===== src/rtl/or_tree_pipe.sv =====
// Pipelined 4-ary OR-reduction tree with a valid chain; one register stage per tree level.
// Optional sticky accumulator and saturating hit counter enabled by defining OR_TREE_STICKY_EN.

module or_tree_pipe_or4 #(
  parameter PROP = "DEFAULT"
) (
  input  logic [3:0] a,
  output logic       y
);

  // PROP is carried down to the leaf so the implementation flow can key cell choice off it.
  if (PROP == "DEFAULT") begin : g_default
    assign y = |a;
  end else begin : g_prop
    assign y = |a;
  end

endmodule

module or_tree_pipe #(
  parameter int N    = 16,
  parameter     PROP = "DEFAULT"
) (
  input  logic         clk,
  input  logic         nreset,
  input  logic         in_valid,
  input  logic [N-1:0] in,
  input  logic         clear,
  output logic         out_valid,
  output logic         z,
  output logic         z_sticky,
  output logic [7:0]   hit_cnt
);

  function automatic int lvl_width(input int n, input int k);
    int w;
    w = n;
    for (int i = 0; i < k; i++) begin
      w = (w + 32'd3) / 32'd4;
    end
    return w;
  endfunction

  function automatic int tree_depth(input int n);
    int w;
    int d;
    w = (n + 32'd3) / 32'd4;
    d = 32'd1;
    for (int i = 0; i < 8; i++) begin
      if (w > 32'd1) begin
        w = (w + 32'd3) / 32'd4;
        d = d + 32'd1;
      end
    end
    return d;
  endfunction

  // Bit offset of level k inside the flattened tree bus (level 0 is the raw input).
  function automatic int lvl_offset(input int n, input int k);
    int off;
    off = 32'd0;
    for (int i = 0; i < k; i++) begin
      off = off + lvl_width(n, i);
    end
    return off;
  endfunction

  localparam int D     = tree_depth(N);
  localparam int TOTAL = lvl_offset(N, D + 1);

  wire  [TOTAL-1:0] tree_s;
  logic [D-1:0]     vld_r;
  logic [D:0]       vld_s;

  assign tree_s[N-1:0] = in;
  assign vld_s         = {vld_r, in_valid};

  // Valid chain: bit k-1 marks that level k holds a fresh result.
  always_ff @(posedge clk or negedge nreset) begin
    if (!nreset) begin
      vld_r <= {D{1'b0}};
    end else begin
      vld_r <= vld_s[D-1:0];
    end
  end

  for (genvar k = 1; k <= D; k++) begin : g_lvl
    localparam int W_PREV   = lvl_width(N, k - 1);
    localparam int W_CUR    = lvl_width(N, k);
    localparam int OFF_PREV = lvl_offset(N, k - 1);
    localparam int OFF_CUR  = lvl_offset(N, k);

    logic [4*W_CUR-1:0] pad_s;
    logic [W_CUR-1:0]   or_s;
    logic [W_CUR-1:0]   data_r;

    // Zero-pad the previous level up to a whole number of 4-input groups.
    always_comb begin
      pad_s             = {(4*W_CUR){1'b0}};
      pad_s[W_PREV-1:0] = tree_s[OFF_PREV +: W_PREV];
    end

    for (genvar j = 0; j < W_CUR; j++) begin : g_gate
      or_tree_pipe_or4 #(.PROP(PROP)) u_or4 (
        .a (pad_s[4*j +: 4]),
        .y (or_s[j])
      );
    end

    // Level register loads only alongside a valid token, so the last level holds z between results.
    always_ff @(posedge clk or negedge nreset) begin
      if (!nreset) begin
        data_r <= {W_CUR{1'b0}};
      end else if (vld_s[k-1]) begin
        data_r <= or_s;
      end else begin
        data_r <= data_r;
      end
    end

    assign tree_s[OFF_CUR +: W_CUR] = data_r;
  end

  assign out_valid = vld_s[D];
  assign z         = tree_s[TOTAL-1];

`ifdef OR_TREE_STICKY_EN
  logic       hit_s;
  logic [7:0] cnt_base_s;
  logic [7:0] hit_cnt_nxt_s;
  logic       z_sticky_r;
  logic [7:0] hit_cnt_r;

  assign hit_s = out_valid & z;

  // Clear zeroes the base first so a hit in the same cycle still counts.
  always_comb begin
    if (clear) begin
      cnt_base_s = 8'd0;
    end else begin
      cnt_base_s = hit_cnt_r;
    end
    if (hit_s && (cnt_base_s != 8'd255)) begin
      hit_cnt_nxt_s = cnt_base_s + 8'd1;
    end else begin
      hit_cnt_nxt_s = cnt_base_s;
    end
  end

  // Sticky flag and hit counter.
  always_ff @(posedge clk or negedge nreset) begin
    if (!nreset) begin
      z_sticky_r <= 1'b0;
      hit_cnt_r  <= 8'd0;
    end else begin
      z_sticky_r <= (z_sticky_r & ~clear) | hit_s;
      hit_cnt_r  <= hit_cnt_nxt_s;
    end
  end

  assign z_sticky = z_sticky_r;
  assign hit_cnt  = hit_cnt_r;
`else
  logic unused_clear_s;

  assign unused_clear_s = clear;
  assign z_sticky       = 1'b0;
  assign hit_cnt        = 8'd0;
`endif

endmodule


===== config.mk =====
export PLATFORM = sky130hd
export DESIGN_NAME = or_tree_pipe
export DESIGN_NICKNAME = d
export VERILOG_FILES = /design/src/rtl/or_tree_pipe.sv
export SDC_FILE = /design/constraint.sdc
export NUM_CORES = 1
export LEC_CHECK = 0
export BUFFER_PORTS_ARGS = -buffer_cell sky130_fd_sc_hd__buf_4
export CAP_MARGIN = 10
export CORE_AREA = 2 2 39 41
export CTS_CLUSTER_DIAMETER = 60
export DETAILED_ROUTE_END_ITERATION = 7
export DIE_AREA = 0 0 41 43
export GPL_TIMING_DRIVEN = 0
export PLACE_DENSITY_LB_ADDON = 0.12
export SYNTH_ARGS = -nofsm -noshare
export SYNTH_HDL_FRONTEND = slang
export SYNTH_SLANG_ARGS = --single-unit

===== constraint.sdc =====
create_clock -name clk -period 1.08 [get_ports clk]
set_clock_uncertainty 0.1 [all_clocks]
set_input_delay 0 -clock clk [delete_from_list [all_inputs] [get_ports clk]]
set_output_delay 0 -clock clk [all_outputs]
set_load 0.05 [all_outputs]

==> impl_metrics.env <==
export IMPL_status="completed"
export IMPL_hold_violations=0
export IMPL_grt_use_met2_pct=20.6
export IMPL_ys_ff_latch=7
export IMPL_grtUsageMet1_pct=10.9
export IMPL_setup_tns_final_ns=0
export IMPL_vias_per_cell=3.84
export IMPL_worstPathMaxFanout=1
export IMPL_min_from="vld_r[0]$_DFF_PN0_"
export IMPL_syn_to_final_growth_pct=134
export IMPL_die_y_um=43
export IMPL_layout_commonest_cell="buf_4"
export IMPL_total_power_w=0.000736
export IMPL_grt_busiest_layer="met2"
export IMPL_drt_initial_drc_count=4
export IMPL_instances_no_fill=101
export IMPL_postSynthCellCount=33
export IMPL_ys_seq_area_share_pct=53.6
export IMPL_synth_compound_area_share_pct=7.66
export IMPL_grt_max_degree=9
export IMPL_rr_worst_depth=2
export IMPL_cap_violations=0
export IMPL_wl_um=863
export IMPL_crit_path_end_kind="register"
export IMPL_grtUsageTotal_pct=11.8
export IMPL_fin_nets=106
export IMPL_die_x_um=41
export IMPL_gp_congestion=0.629
export IMPL_grt_overflow_total=0
export IMPL_criticalPathCategory="input pin to register"
export IMPL_synth_top_family_by_area="buffers and inverters"
export IMPL_p_per_area_nw_per_um2=961
export IMPL_port_buffers=20
export IMPL_io_pins=31
export IMPL_syn_area_um2=327
export IMPL_start_util_pct=23.6
export IMPL_core_um2=1380
export IMPL_ir_drop_v=0.000547
export IMPL_drc=0
export IMPL_r2r_slack_ns=0.07
export IMPL_antenna_cells=0
export IMPL_yosysTopAreaCellShare_pct=53.6
export IMPL_finalSetupViolCount=0
export IMPL_period_share_pct=95.3
export IMPL_path_clk_slew_ns=0.05
export IMPL_critical_path_required_ns=1.10
export IMPL_antenna_found_initial=0
export IMPL_layout_drive_gt1_share_pct=41.2
export IMPL_post_route_util_pct=55.3
export IMPL_grt_pass1_wl_mm=1.35
export IMPL_cts_sinks=7
export IMPL_rows=14
export IMPL_grtUsageMet3_pct=6.28
export IMPL_clock_latency_ns=0.24
export IMPL_synthAdderAreaFrac_pct=0
export IMPL_synth_simple_area_share_pct=15.3
export IMPL_yosysUniqueCellTypes=7
export IMPL_rsz0062_at_grt="false"
export IMPL_die_area_um2=1760
export IMPL_yosysWarnings=0
export IMPL_synthMuxAreaShare_pct=0
export IMPL_cts_max_level=1
export IMPL_layout_common_cells="buf_4 (29), dlygate4sd3_1 (20), conb_1 (9), dfrtp_1 (7)"
export IMPL_grt_pass1_vias=363
export IMPL_hp_class="register to register"
export IMPL_fmax_mhz=971
export IMPL_synth_top_area_cell="dfrtp_1"
export IMPL_ys_top_cells_by_area="dfrtp_1 (54%), buf_4 (21%), nor4_1 (9.6%)"
export IMPL_period_minus_slack_ns=1.03
export IMPL_cts_path_max_buffers=2
export IMPL_arrival_ns=1.05
export IMPL_cts_tree="yes"
export IMPL_antenna_left=0
export IMPL_crit_path_end="g_lvl[1].data_r[3]$_DFFE_PN0P_"
export IMPL_cp_startpoint="in[13]"
export IMPL_num_vias=388
export IMPL_synth_xor_area_share_pct=0
export IMPL_timing_rr_start="g_lvl[1].data_r[1]$_DFFE_PN0P_"
export IMPL_cts_root_buf="clkbuf_4"
export IMPL_first_pass_iters=3
export IMPL_timing_rr_end="z$_DFFE_PN0P_"
export IMPL_wl_per_cell_um=8.54
export IMPL_cts_buffers=3
export IMPL_syn_avg_cell_area_um2=9.90
export IMPL_post_place_cells=77
export IMPL_p_leak_nw=0.358
export IMPL_worst_setup_path_start_kind="input pin"
export IMPL_finalMaxSlewViolations=0
synth_stat cells:
master / count
a21oi_1: 5
buf_2: 1
buf_4: 9
conb_1: 1
dfrtp_1: 7
nor2_1: 5
nor4_1: 5
through the flow:
| step | instance area (um^2) | setup slack [ns] | hold slack, ns |
|---|---|---|---|
| 3_3_place_gp | 527 | 0.0888 | -0.283 |
| 3_5_place_dp | 527 | 0.0561 | -0.282 |
| 5_1_grt | 766 | 0.00157 | 0.323 |
| 2_1_floorplan | 357 | 0.101 | -0.396 |
| 4_1_cts | 753 | 0.0411 | 0.310 |
| 6_report | 766 | 0.0504 | 0.306 |
timing repair:
| action | in CTS | in global routing |
|---|---|---|
| resized for setup | 0 | 2 |
| setup endpoints to repair | 0 | 2 |
| hold buffers | 20 | 0 |
| setup buffers | 0 | 0 |
| hold endpoints to repair | 12 | 0 |
sequential cells by signal, indices dropped and copies added, names as in the netlist:
| name | flops |
|---|---|
| g_lvl.data_r | 4 |
| z | 1 |
| vld_r | 2 |
worst max-delay path, cell delays in order:
cell and delay, ns:
dlygate4sd3_1 0.54, buf_4 0.13, nor4_1 0.27, a21oi_1 0.10
cells by family after synthesis:
kind of cell,count (synthesis)
AOI/OAI and AO/OA,5
and+or+nand+nor,10
DFF,7
buffers and inverters,10
other,1
how the worst min path moves through the flow:
stage	cells past startpoint	end
final	0	vld_r[1]$_DFF_PN0_
after global placement	1	z$_DFFE_PN0P_
after global routing	0	vld_r[1]$_DFF_PN0_
after detailed placement	1	vld_r[1]$_DFF_PN0_
after floorplan	0	g_lvl[1].data_r[0]$_DFFE_PN0P_
after CTS	2	vld_r[0]$_DFF_PN0_
per-layer routing:
| metal | routed length (um) | up-vias |
|---|---|---|
| li1 | - | 197 |
| met1 | 284 | 173 |
| met2 | 504 | 18 |
| met3 | 74 | 0 |
| met4 | 0 | 0 |
| met5 | 0 | - |
layout make-up:
cell class              count  area (um^2)
fillers                   127          618
well taps                  16         20.0
multi-input cells          24          121
flip-flops and latches      7          175
plain buffers              10         72.6
clock buffers               4         26.3
repair buffers             40          350
power breakdown:
part           internal, W  total, W  leakage [nW]  switching [W]
registers         0.000272  0.000277        0.0686     0.00000488
logic             0.000119  0.000233         0.275       0.000114
clock network     0.000140  0.000226        0.0150      0.0000857
Note: power is estimated with default switching activity, not from simulation.
